[config.mk]
export PLATFORM = sky130hd
export DESIGN_NAME = jt12_ch_wrdec
export DESIGN_NICKNAME = d
export VERILOG_FILES = /design/src/rtl/jt12_ch_wrdec.sv
export SDC_FILE = /design/constraint.sdc
export NUM_CORES = 1
export LEC_CHECK = 0
export BUFFER_PORTS_ARGS = -buffer_cell sky130_fd_sc_hd__buf_2
export CAP_MARGIN = 5
export CORE_MARGIN = 3
export CORE_UTILIZATION = 40
export CTS_CLUSTER_DIAMETER = 60
export DETAILED_ROUTE_END_ITERATION = 12
export PLACE_DENSITY = 0.59
export SYNTH_ARGS = -nofsm -noshare
export SYNTH_HDL_FRONTEND = slang
export SYNTH_SLANG_ARGS = --single-unit
[constraint.sdc]
create_clock -name clk -period 1.7 [get_ports clk]
set_clock_uncertainty 0.05 [all_clocks]
set_input_delay 0.17 -clock clk [delete_from_list [all_inputs] [get_ports clk]]
set_output_delay 0.17 -clock clk [all_outputs]
set_load 0.02 [all_outputs]
[src/rtl/jt12_ch_wrdec.sv]
// jt12_ch_wrdec: CPU write decoder for the per-channel registers A0-A6 and B0-B6.
// Converts address/data port writes into single-clk update strobes, a channel
// index and a held data byte, and owns the shared F-number-high/block latch.
// Optional feature: define JT12_WRDEC_BUSY_EN to enable the busy flag and BUSY state.
module jt12_ch_wrdec #(
    parameter int NUM_CH   = 6,
    parameter int BUSY_CYC = 32
) (
    input  logic       clk,
    input  logic       rst,
    input  logic       cen,
    input  logic       write,
    input  logic [1:0] addr,
    input  logic [7:0] din,
    output logic [7:0] dout,
    output logic [2:0] up_ch,
    output logic [5:0] latch_fnum,
    output logic       up_fnumlo,
    output logic       up_alg,
    output logic       up_pms,
    output logic       busy,
    output logic       overrun
);

`ifdef JT12_WRDEC_BUSY_EN
    localparam int CNT_W = $clog2(BUSY_CYC + 1);
    typedef enum logic [1:0] {S_IDLE, S_PEND, S_BUSY} state_t;
`else
    typedef enum logic [0:0] {S_IDLE, S_PEND} state_t;
`endif

    state_t     state;
    logic [7:0] sel_reg;
    logic       sel_part;
    logic [7:0] cap_reg;
    logic [7:0] cap_din;
    logic       cap_part;

    logic       wr_addr, wr_data, part_in;
    logic [1:0] lo;
    logic       row_a, row_b, grp0, grp1, lo_ok;
    logic       dec_fnumlo, dec_latch, dec_alg, dec_pms, dec_any;
    logic [2:0] dec_ch;

    // Port qualification and decode of the captured register
    always_comb begin
        wr_addr    = write & ~addr[0];
        wr_data    = write &  addr[0];
        part_in    = (NUM_CH > 3) ? addr[1] : 1'b0;
        lo         = cap_reg[1:0];
        lo_ok      = (lo != 2'd3);
        row_a      = (cap_reg[7:4] == 4'hA);
        row_b      = (cap_reg[7:4] == 4'hB);
        grp0       = (cap_reg[3:2] == 2'd0);
        grp1       = (cap_reg[3:2] == 2'd1);
        dec_fnumlo = row_a & grp0 & lo_ok;
        dec_latch  = row_a & grp1 & lo_ok;
        dec_alg    = row_b & grp0 & lo_ok;
        dec_pms    = row_b & grp1 & lo_ok;
        dec_any    = dec_fnumlo | dec_latch | dec_alg | dec_pms;
        dec_ch     = cap_part ? ({1'b0, lo} + 3'd3) : {1'b0, lo};
    end

    // Address latch: accepted in every state, never stalls
    always_ff @(posedge clk or posedge rst) begin
        if (rst) begin
            sel_reg  <= '0;
            sel_part <= 1'b0;
        end else if (wr_addr) begin
            sel_reg  <= din;
            sel_part <= part_in;
        end
    end

`ifdef JT12_WRDEC_BUSY_EN
    logic [CNT_W-1:0] busy_cnt;
`endif

    // Write FSM with registered strobes, data, channel, latch and busy outputs
    always_ff @(posedge clk or posedge rst) begin
        if (rst) begin
            state      <= S_IDLE;
            cap_reg    <= '0;
            cap_din    <= '0;
            cap_part   <= 1'b0;
            dout       <= '0;
            up_ch      <= '0;
            latch_fnum <= '0;
            up_fnumlo  <= 1'b0;
            up_alg     <= 1'b0;
            up_pms     <= 1'b0;
            overrun    <= 1'b0;
`ifdef JT12_WRDEC_BUSY_EN
            busy       <= 1'b0;
            busy_cnt   <= '0;
`endif
        end else begin
            up_fnumlo <= 1'b0;
            up_alg    <= 1'b0;
            up_pms    <= 1'b0;
            overrun   <= 1'b0;
            case (state)
                S_IDLE: begin
                    if (wr_data) begin
                        cap_reg  <= sel_reg;
                        cap_part <= sel_part;
                        cap_din  <= din;
                        state    <= S_PEND;
                    end
                end
                S_PEND: begin
                    // A write on the decode clk itself is also dropped
                    if (wr_data)
                        overrun <= 1'b1;
                    if (cen) begin
                        if (dec_latch)
                            latch_fnum <= cap_din[5:0];
                        if (dec_fnumlo | dec_alg | dec_pms) begin
                            dout  <= cap_din;
                            up_ch <= dec_ch;
                        end
                        up_fnumlo <= dec_fnumlo;
                        up_alg    <= dec_alg;
                        up_pms    <= dec_pms;
`ifdef JT12_WRDEC_BUSY_EN
                        if (dec_any) begin
                            busy     <= 1'b1;
                            busy_cnt <= CNT_W'(BUSY_CYC);
                            state    <= S_BUSY;
                        end else begin
                            state    <= S_IDLE;
                        end
`else
                        state <= S_IDLE;
`endif
                    end
                end
`ifdef JT12_WRDEC_BUSY_EN
                S_BUSY: begin
                    // The clk on which the count reaches 0 also accepts a new write
                    if (cen && busy_cnt == CNT_W'(1)) begin
                        busy_cnt <= '0;
                        busy     <= 1'b0;
                        if (wr_data) begin
                            cap_reg  <= sel_reg;
                            cap_part <= sel_part;
                            cap_din  <= din;
                            state    <= S_PEND;
                        end else begin
                            state    <= S_IDLE;
                        end
                    end else begin
                        if (cen)
                            busy_cnt <= busy_cnt - CNT_W'(1);
                        if (wr_data)
                            overrun <= 1'b1;
                    end
                end
`endif
                default: state <= S_IDLE;
            endcase
        end
    end

`ifndef JT12_WRDEC_BUSY_EN
    assign busy = 1'b0;
`endif

endmodule

# Word level (Yosys, flattened, before mapping)
# Index checks and enable logic that the tools add are counted.
# totals
word_cells	47
output_inout_bits	22
register_bits	48
inputBits	14
# op_classes
n_eq_ne	4
mux	11
n_addsub	1
bitwise_logic	14
reduce_logical	4
# op_table
op	count
bitwise AND 1 bit	10
2-to-1 mux 1 bit	9
equality test 4 bit, second input constant	2
AND reduction 3 bit	2
adder 2 x 2 -> 3 bit, second input constant	1
2-to-1 mux 3 bit	1
equality test 2 x 1 -> 1 bit, second input constant	1
logical NOT 2 bit	1
!= test 2 bit, second input constant	1
NOT 1 bit	2
OR 1 bit	2
one-hot mux 1 bit (2 select lines)	1
AND reduction 2 bit	1

# Depth between registers and ports, before layout
# Gate-level depths: netlist (run 1).
# logic_depth
ltp_word	6
depth_mapped	5
depth_no_buf	4

# Worst setup path after synthesis (run 1)
# Ideal clock, no wire load.
# synth_path
path_kind	reg-to-reg
startpoint	reg cap_reg[0]
endpoint	reg latch_fnum[0]
arrival_ns	1.626
stages_incl_launch_ff	5
setup_slack_ns	-0.101
path_buffers	0
setup_ns	0.125
t_required_ns	1.525
synth_period_minus_slack_ns	1.801
cell_sequence	dfrtp_1 > ha_1 > nand4b_1 > nor4_4 > mux2_2
# synth_between
elab_chain_len	3
# synth_lines
item	line	source
from (decl)	35	logic [7:0] cap_reg;
from (signal assigned)	105	cap_reg <= sel_reg;
!= test 2 bit	51	lo_ok = (lo != 2'd3);
bitwise AND 1 bit	57	dec_latch = row_a & grp1 & lo_ok;
AND reduction 3 bit (no line)	--	
to (signal assigned)	117	latch_fnum <= cap_din[5:0];
to (decl)	17	output logic [5:0] latch_fnum,
# Every way passes these cells.
# A chain may end at the register's enable or synchronous reset.

# Worst setup path in the final report (run 1)
# Same ends and word-level chain as after synthesis.

==> impl_metrics.py, run 1 <==
metrics = {
    "status": {
        "status": "finished, violations left",
        "violations": "negative setup slack",
    },
    "timing": {
        "worst_pin_slew_ns": 0.522,
        "setup_violations": 17,
        "rsz0062_at_grt": "yes",
        "fin_tns_setup_ns": -1.93,
        "clock.fmax_ghz": 0.547,
        "slew_headroom": 0.651,
        "finalCritPeriodShare": 1.08,
        "post-route-min-period_ns": 1.83,
        "fin_ws_ns": -0.128,
        "maxSlewViolCount": 0,
        "finalHoldViolations": 0,
    },
    "die": {
        "rows": 24,
        "io_pins": 36,
        "core_um2": 4440,
        "die_h_um": 74.7,
        "fp.dieW_um": 74.7,
        "initial_core_util": 0.425,
        "die-area_um2": 5580,
    },
    "global_route": {
        "grt_first_pass_wirelength_mm": 6.03,
        "grt_overflow": 0,
        "grt_pass1_vias": 1262,
        "grt_max_degree": 26,
        "antenna_found_initial": 0,
        "grt_use_total": 0.144,
    },
    "critical_path": {
        "critPathRequiredTime_ns": 1.83,
        "cp.arrival_ns": 1.96,
        "end_kind": "flop",
        "crit_chain": "ha_2 -> nand4b_1 -> buf_4 -> nor4_4 -> buf_6 -> mux2_4",
        "reg2reg_slack_ns": -0.13,
        "slowest_stage": "dfrtp_1",
        "critPathMaxFanout": 6,
        "r2r_cells": 6,
        "worstReg2RegEnd": "latch_fnum[0]$_DFFE_PP0P_",
        "worstReg2RegStart": "cap_reg[0]$_DFFE_PP0P_",
        "slowest_delay_ns": 0.40,
        "crit_path_start_kind": "flop",
        "critPathKind": "flop to flop",
    },
    "route": {
        "routedWlPerCell_um": 15.8,
        "drcViolationCount": 0,
        "wl_mm": 3.54,
        "vias": 1106,
        "viasPerCell": 4.94,
        "ant_nets": 0,
        "drt-initial-drc-count": 29,
        "drtPass1Iterations": 4,
    },
    "clock_tree": {
        "h-tree-depth": 2,
        "cts.sinks": 48,
        "cts_tree": "built",
        "clockRootBuffer": "clkbuf_8",
        "clk_latency_ns": 0.29,
        "cts_buffer_depth": 2,
        "cts_buffers": 5,
        "clk_pin_slew_worst_paths_ns": 0.08,
    },
    "worst_hold_path": {
        "hold_path_end": "state$_DFF_PP0_",
        "hp-start": "cen",
        "min_path_type": "input port to flop",
        "whs_path_depth": 2,
    },
    "yosys": {
        "synth.distinct_cells": 21,
        "synth_top_family_by_area": "multiplexers",
        "yosysWarningCount": 0,
        "syn_area_per_cell_um2": 15.9,
        "synthAdderAreaFrac": 0.0133,
        "synth-edff-count": 0,
        "ys_seq_elements": 48,
        "synth_top_cell_by_area": "dfrtp_1",
        "syn-num-nets": 135,
        "netlist.area_leader.share": 0.636,
        "synth-compound-area-share": 0.00265,
        "syn_area_um2": 1890,
        "synth_xor_area_frac": 0.00464,
        "synth_commonest_cells": "dfrtp_1, mux2_2, inv_1",
        "synthArstFlopShare": 1.00,
        "synth_area_leaders": "dfrtp_1, mux2_2, ha_1, nor4_4, and3_1",
        "syn_inst": 119,
        "yosysMostFrequentCell": "dfrtp_1",
        "synth_ff_type": "dfrtp_1",
        "ys_seq_area_frac": 0.636,
        "synth-simple-area-share": 0.0550,
        "synthMuxAreaShare": 0.262,
    },
    "placed_design": {
        "dpl.hpwl_mm": 2.42,
        "port_buffers": 34,
        "place.gp.congestion": 0.693,
        "pre_cts_slack_ns": -0.122,
        "placed_cell_area_um2": 2190,
    },
    "final_layout": {
        "finalNetCount": 187,
        "fin_util": 0.541,
        "fillerInstances": 390,
        "finalInstanceArea_um2": 2400,
        "multi_input_area_um2": 721,
        "layout-drive-gt1-share": 0.605,
        "seq_area_um2": 1200,
        "diodes": 0,
        "syn_to_final_growth_pct": 27.4,
    },
    "flow_run": {
        "cap_viol_max_count": 0,
    },
    "power_and_ir_drop": {
        "power_mw": 3.17,
        "powerDensity_nw_per_um2": 1320,
        "leakage_nw": 1.20,
        "ir_drop_mv": 0.630,
    },
}
==> routing by layer <==
| metal | share of wire | wire (um) | vias up | GRT usage |
|---|---|---|---|---|
| li1 | - | - | 513 | - |
| met1 | 0.46 | 1630 | 551 | 0.196 |
| met2 | 0.48 | 1690 | 33 | 0.225 |
| met3 | 0.044 | 157 | 9 | 0.0360 |
| met4 | 0.018 | 65 | 0 | 0.0534 |
| met5 | 0 | 0 | - | 0 |
==> report_power, final <==
part	switching (mW)	total [mW]	internal [mW]
Sequential	0.176	1.59	1.41
Clock	0.353	0.685	0.332
Combinational	0.416	0.900	0.484
Total	0.945	3.17	2.23
==> worst max-delay path, delay by kind of cell, from the launching register on <==
kind / cells / cell delay [ns]
adder cells (fa/ha/maj): 1 / 0.17
AND/OR/NAND/NOR: 2 / 0.41
flip-flops: 1 / 0.40
buffers and inverters: 2 / 0.39
multiplexers: 1 / 0.30
==> how the worst max path moves through the flow <==
stage                                 from                   endpoint  cells after the start
floorplan           cap_reg[0]$_DFFE_PP0P_        dout[0]$_DFFE_PP0P_                      5
global placement    cap_reg[1]$_DFFE_PP0P_       up_ch[1]$_DFFE_PP0P_                      5
detailed placement  cap_reg[1]$_DFFE_PP0P_       up_ch[1]$_DFFE_PP0P_                      5
CTS                 cap_reg[1]$_DFFE_PP0P_        dout[1]$_DFFE_PP0P_                      5
global route        cap_reg[1]$_DFFE_PP0P_  latch_fnum[0]$_DFFE_PP0P_                      6
finish              cap_reg[0]$_DFFE_PP0P_  latch_fnum[0]$_DFFE_PP0P_                      6
==> per-stage QoR <==
stage | hold WS, ns | std cells
after floorplan | 0.216 | 119
after global placement | 0.180 | 211
after detailed placement | 0.196 | 211
after CTS | 0.0143 | 222
after global routing | 0.0157 | 224
final | 0.0240 | 224
==> cell usage in the layout (no fill, tap or decap), types with 3 or more instances in the layout <==
cell      netlist  final
mux2_4          0     17
dfrtp_1        48     48
clkbuf_8        0      6
inv_1           5      4
buf_6           1      3
mux2_2         43     26
nor2b_1         3      3
buf_4           1     10
and3_1          3      3
buf_2           1     34
==> cell families (layout without fill, tap and decap cells) <==
family | after synthesis | in the layout
flops | 48 | 48
mux | 44 | 44
simple gates | 13 | 13
buf+inv | 9 | 62
fa+ha+maj | 2 | 2
other cells | 1 | 1
compound gates | 1 | 1
xor+xnor | 1 | 1
==> area by class of cell <==
type	count	share of cell area
clock buffer	8	0.0375
inverter	5	0.00780
multi-input combinational	62	0.300
sequential	48	0.499
tap	52	0.0271
timing repair buffer	49	0.129
==> what timing repair did <==
item	CTS	global route
buffers inserted	2	2
gates resized for setup	11	10
setup endpoints to repair	17	18
hold buffers	1	0
endpoints found under the hold margin	23	0
pin swaps	0	1
Power figures use the tool's default switching activity.
==> run 2, diff against run 1 <==
--- a/config.mk
+++ b/config.mk
@@ -12,6 +12,7 @@
 export CTS_CLUSTER_DIAMETER = 60
 export DETAILED_ROUTE_END_ITERATION = 12
 export PLACE_DENSITY = 0.59
+export SETUP_SLACK_MARGIN = 0.05
 export SYNTH_ARGS = -nofsm -noshare
 export SYNTH_HDL_FRONTEND = slang
 export SYNTH_SLANG_ARGS = --single-unit
==> impl_metrics.py, run 2 (synthesis gave the netlist of run 1 again) <==
metrics = {
    "global_route": {
        "grt.busiest_layer": "met2",
        "grt_first_pass_wirelength_mm": 6.03,
        "grt_use_total": 0.144,
        "grtUsageMet3": 0.0360,
        "use_met1": 0.196,
        "use_met2": 0.225,
        "grt_overflow": 0,
        "antenna_found_initial": 0,
        "grt_pass1_vias": 1262,
        "grt_max_degree": 26,
    },
    "route": {
        "drcViolationCount": 0,
        "drt-initial-drc-count": 29,
        "ant_nets": 0,
        "vias": 1103,
        "drtPass1Iterations": 4,
        "routedWlPerCell_um": 15.8,
        "viasPerCell": 4.95,
        "wl_mm": 3.51,
    },
    "final_layout": {
        "final_common_cell": "dfrtp_1",
        "layout_common_cells": "dfrtp_1, buf_2, mux2_2",
        "layout-drive-gt1-share": 0.602,
        "stdcell_count": 223,
        "finalInstanceArea_um2": 2400,
        "finalNetCount": 186,
        "fillerInstances": 392,
        "syn_to_final_growth_pct": 27.0,
        "diodes": 0,
    },
    "placed_design": {
        "place_inst": 211,
        "port_buffers": 34,
        "placed_cell_area_um2": 2190,
        "dpl.hpwl_mm": 2.42,
        "place.gp.congestion": 0.693,
    },
    "critical_path": {
        "path_buf_inv": 2,
        "crit_path_start_kind": "flop",
        "critPathKind": "flop to flop",
        "end_kind": "flop",
        "critPathRequiredTime_ns": 1.83,
        "cp.arrival_ns": 1.96,
        "slowest_stage": "dfrtp_1",
        "critPathTopFamily": "simple AND/OR/NAND/NOR gates",
        "critPathMaxFanout": 6,
        "slowest_delay_ns": 0.40,
        "crit_chain": "ha_2 -> nand4b_1 -> buf_4 -> nor4_4 -> buf_6 -> mux2_4",
    },
    "clock_tree": {
        "h-tree-depth": 2,
        "clk_latency_ns": 0.29,
        "cts_buffers": 5,
        "cts.sinks": 48,
        "clockRootBuffer": "clkbuf_8",
        "cts_tree": "built",
        "cts_buffer_depth": 2,
        "clk_pin_slew_worst_paths_ns": 0.08,
    },
    "flow_run": {
        "cap_viol_max_count": 0,
    },
    "timing": {
        "slew_headroom": 0.651,
        "finalHoldViolations": 0,
        "maxSlewViolCount": 0,
        "finalCritPeriodShare": 1.07,
        "post-route-min-period_ns": 1.83,
        "setup_violations": 17,
        "clock.fmax_ghz": 0.547,
        "fin_tns_setup_ns": -1.91,
        "rsz0062_at_grt": "yes",
        "fin_ws_ns": -0.127,
        "worst_pin_slew_ns": 0.523,
    },
    "power_and_ir_drop": {
        "power_mw": 3.17,
        "powerDensity_nw_per_um2": 1320,
        "ir_drop_mv": 0.630,
        "leakage_nw": 1.19,
    },
    "status": {
        "status": "finished, violations left",
        "violations": "negative setup slack",
    },
    "die": {
        "core_um2": 4440,
        "die_h_um": 74.7,
        "io_pins": 36,
        "initial_core_util": 0.425,
        "die-area_um2": 5580,
        "fp.dieW_um": 74.7,
        "rows": 24,
    },
    "worst_hold_path": {
        "min_path_type": "input port to flop",
    },
}
## run 2: cell types whose count changed in the layout (fill, tap and decap cells not counted)
cell / previous run / this run
buf_4: 10 / 9
## run 2: report_power, final
part	switching (mW)	internal, mW	total (mW)
logic	0.415	0.481	0.896
registers	0.175	1.41	1.59
clock network	0.353	0.332	0.685
total	0.944	2.23	3.17
## run 2: repair_timing
item / 4_1_cts / 5_1_grt
hold endpoints to repair: 23 / 0
buffers inserted: 2 / 2
hold buffers: 1 / 0
setup endpoints to repair: 17 / 20
gates resized for setup: 11 / 10
pin swaps: 0 / 1
## run 2: metrics by stage
stage | worst slack (ns) | util | hold WS [ns]
2_1_floorplan | -0.0514 | - | 0.216
3_3_place_gp | -0.0940 | 0.494 | 0.180
3_5_place_dp | -0.122 | 0.494 | 0.196
4_1_cts | -0.132 | 0.529 | 0.0143
5_1_grt | -0.222 | 0.539 | 0.0157
6_report | -0.127 | 0.539 | 0.0240
## run 2: path summary, 6_finish.rpt
| path | to | cells after the start | slack (ns) | start |
|---|---|---|---|---|
| setup / recovery | latch_fnum[0]$_DFFE_PP0P_ | 6 | -0.13 | cap_reg[0]$_DFFE_PP0P_ |
| hold / removal | state$_DFF_PP0_ | 2 | 0.02 | cen |
| hold reg to reg | latch_fnum[5]$_DFFE_PP0P_ | 1 | 0.46 | latch_fnum[5]$_DFFE_PP0P_ |
| max in group asynchronous | cap_din[2]$_DFFE_PP0P_ | 4 | 0.68 | rst |
| min in group asynchronous | cap_din[0]$_DFFE_PP0P_ | 3 | 0.41 | rst |
| setup reg to reg | latch_fnum[0]$_DFFE_PP0P_ | 6 | -0.13 | cap_reg[0]$_DFFE_PP0P_ |
## run 2: final cells by class
type                       instances  area (um^2)  share of cell area
multi-input combinational         62          721               0.301
clock buffer                       8         90.1              0.0376
sequential                        48         1200               0.501
timing repair buffer              48          302               0.126
inverter                           5         18.8             0.00783
tap                               52         65.1              0.0271
## run 2: layer usage
layer	wire, um	up-vias
li1	-	511
met3	157	9
met1	1640	550
met5	0	-
met2	1650	33
met4	65	0
==> run 3, diff against run 2 <==
--- a/config.mk
+++ b/config.mk
@@ -7,11 +7,14 @@
 export LEC_CHECK = 0
 export BUFFER_PORTS_ARGS = -buffer_cell sky130_fd_sc_hd__buf_2
 export CAP_MARGIN = 5
+export CELL_PAD_IN_SITES_DETAIL_PLACEMENT = 1
+export CELL_PAD_IN_SITES_GLOBAL_PLACEMENT = 2
 export CORE_MARGIN = 3
-export CORE_UTILIZATION = 40
+export CORE_UTILIZATION = 34
 export CTS_CLUSTER_DIAMETER = 60
+export CTS_CLUSTER_SIZE = 8
 export DETAILED_ROUTE_END_ITERATION = 12
-export PLACE_DENSITY = 0.59
+export PLACE_DENSITY = 0.69
 export SETUP_SLACK_MARGIN = 0.05
 export SYNTH_ARGS = -nofsm -noshare
 export SYNTH_HDL_FRONTEND = slang
==> impl_metrics.py, run 3 (synthesis gave the netlist of run 1 again) <==
metrics = {
    "clock_tree": {
        "clk_pin_slew_worst_paths_ns": 0.08,
        "clockRootBuffer": "clkbuf_8",
        "h-tree-depth": 2,
        "cts_buffer_depth": 2,
        "cts_buffers": 5,
        "cts_tree": "built",
        "clk_latency_ns": 0.30,
        "cts.sinks": 48,
    },
    "route": {
        "routedWlPerCell_um": 16.7,
        "wl_mm": 3.99,
        "drtPass1Iterations": 2,
        "ant_nets": 0,
        "drt-initial-drc-count": 21,
        "viasPerCell": 4.76,
        "drcViolationCount": 0,
        "vias": 1138,
    },
    "final_layout": {
        "layout_common_cells": "dfrtp_1, buf_2, mux2_2",
        "syn_to_final_growth_pct": 28.0,
        "fillerInstances": 545,
        "diodes": 0,
        "final_common_cell": "dfrtp_1",
        "layout-drive-gt1-share": 0.592,
        "finalInstanceArea_um2": 2420,
        "finalNetCount": 184,
        "fin_util": 0.462,
    },
    "global_route": {
        "antenna_found_initial": 0,
        "grt_use_total": 0.139,
        "grt_first_pass_wirelength_mm": 6.63,
        "grt_overflow": 0,
        "grt_max_degree": 28,
        "grt_pass1_vias": 1279,
    },
    "placed_design": {
        "dpl.hpwl_mm": 2.83,
        "pre_cts_slack_ns": -0.0863,
        "place.gp.congestion": 0.718,
        "port_buffers": 34,
        "placed_cell_area_um2": 2230,
    },
    "die": {
        "die_h_um": 80.5,
        "rows": 26,
        "initial_core_util": 0.360,
        "fp.dieW_um": 80.5,
        "core_um2": 5240,
        "io_pins": 36,
        "die-area_um2": 6480,
    },
    "critical_path": {
        "crit_path_start_kind": "flop",
        "crit_start": "cap_reg[1]$_DFFE_PP0P_",
        "critPathKind": "flop to flop",
        "end_kind": "flop",
        "critPathMaxFanout": 5,
        "worstReg2RegStart": "cap_reg[1]$_DFFE_PP0P_",
        "cp.arrival_ns": 1.95,
        "critPathRequiredTime_ns": 1.83,
    },
    "flow_run": {
        "cap_viol_max_count": 0,
    },
    "timing": {
        "rsz0062_at_grt": "yes",
        "setup_violations": 14,
        "fin_ws_ns": -0.114,
        "finalCritPeriodShare": 1.07,
        "fin_tns_setup_ns": -0.986,
        "maxSlewViolCount": 0,
        "holdWs_ns": 0.0268,
        "finalHoldViolations": 0,
        "post-route-min-period_ns": 1.81,
        "clock.fmax_ghz": 0.551,
    },
    "status": {
        "violations": "negative setup slack",
        "status": "finished, violations left",
    },
    "worst_hold_path": {
        "min_path_type": "input port to flop",
        "hp-start": "cen",
    },
    "power_and_ir_drop": {
        "leakage_nw": 1.20,
        "powerDensity_nw_per_um2": 1370,
        "ir_drop_mv": 0.570,
    },
}
## run 3: changes by cell type in the layout (fill, tap and decap cells not counted)
cell,delta
bufinv_16,+1
nor2_1,+1
buf_4,-2
nor4_1,+1
buf_12,+1
clkbuf_1,-1
nor4_2,-1
clkinv_2,+1
clkbuf_8,-1
nor2_4,-1
buf_6,-1
## run 3: cell type report
type                            count  area (um^2)  share of cell area
Tap cell                           70         87.6              0.0362
Timing Repair Buffer               46          295               0.122
Sequential cell                    48         1200               0.497
Multi-Input combinational cell     62          707               0.292
Inverter                            5         18.8             0.00776
Clock buffer                        6         72.6              0.0300
Clock inverter                      2         35.0              0.0145
## run 3: critical path, cell delays in order, from the launching register on
cell      delay (ns)
dfrtp_1         0.38
ha_2            0.18
nand4b_1        0.28
nor3_2          0.29
buf_4           0.21
mux2_4          0.31
## run 3: what timing repair did
action,4_1_cts,5_1_grt
endpoints found under the hold margin,21,0
gates resized for setup,9,8
buffers inserted,0,1
pin swaps,0,1
hold buffers,1,0
setup endpoints to repair,17,17
## run 3: path summary, 6_finish.rpt
path                       cells after the start                     end  slack [ns]
max                                            5    up_ch[2]$_DFFE_PP0P_       -0.11
min                                            2         state$_DFF_PP0_        0.03
max reg2reg                                    5    up_ch[2]$_DFFE_PP0P_       -0.11
min reg2reg                                    1  sel_reg[5]$_DFFE_PP0P_        0.46
max in group asynchronous                      4    up_ch[2]$_DFFE_PP0P_        0.70
min in group asynchronous                      3  cap_din[4]$_DFFE_PP0P_        0.38
## run 3: where the power goes
part | internal [mW] | total, mW | switching, mW
Sequential | 1.41 | 1.60 | 0.189
Clock | 0.437 | 0.808 | 0.371
Combinational | 0.480 | 0.893 | 0.413
Total | 2.33 | 3.30 | 0.973
## run 3: stage by stage
step                std cells  power, mW
detailed placement        229       2.44
global placement          229       2.39
CTS                       238       3.30
finish                    239       3.30
floorplan                 119       2.11
global route              239       3.51
## run 3: routing by layer
| layer | vias up | track usage | share of wire |
|---|---|---|---|
| met5 | - | 0 | 0 |
| met4 | 0 | 0.0456 | 0.015 |
| met3 | 7 | 0.0448 | 0.060 |
| met2 | 31 | 0.235 | 0.51 |
| met1 | 591 | 0.167 | 0.42 |
| li1 | 509 | - | - |
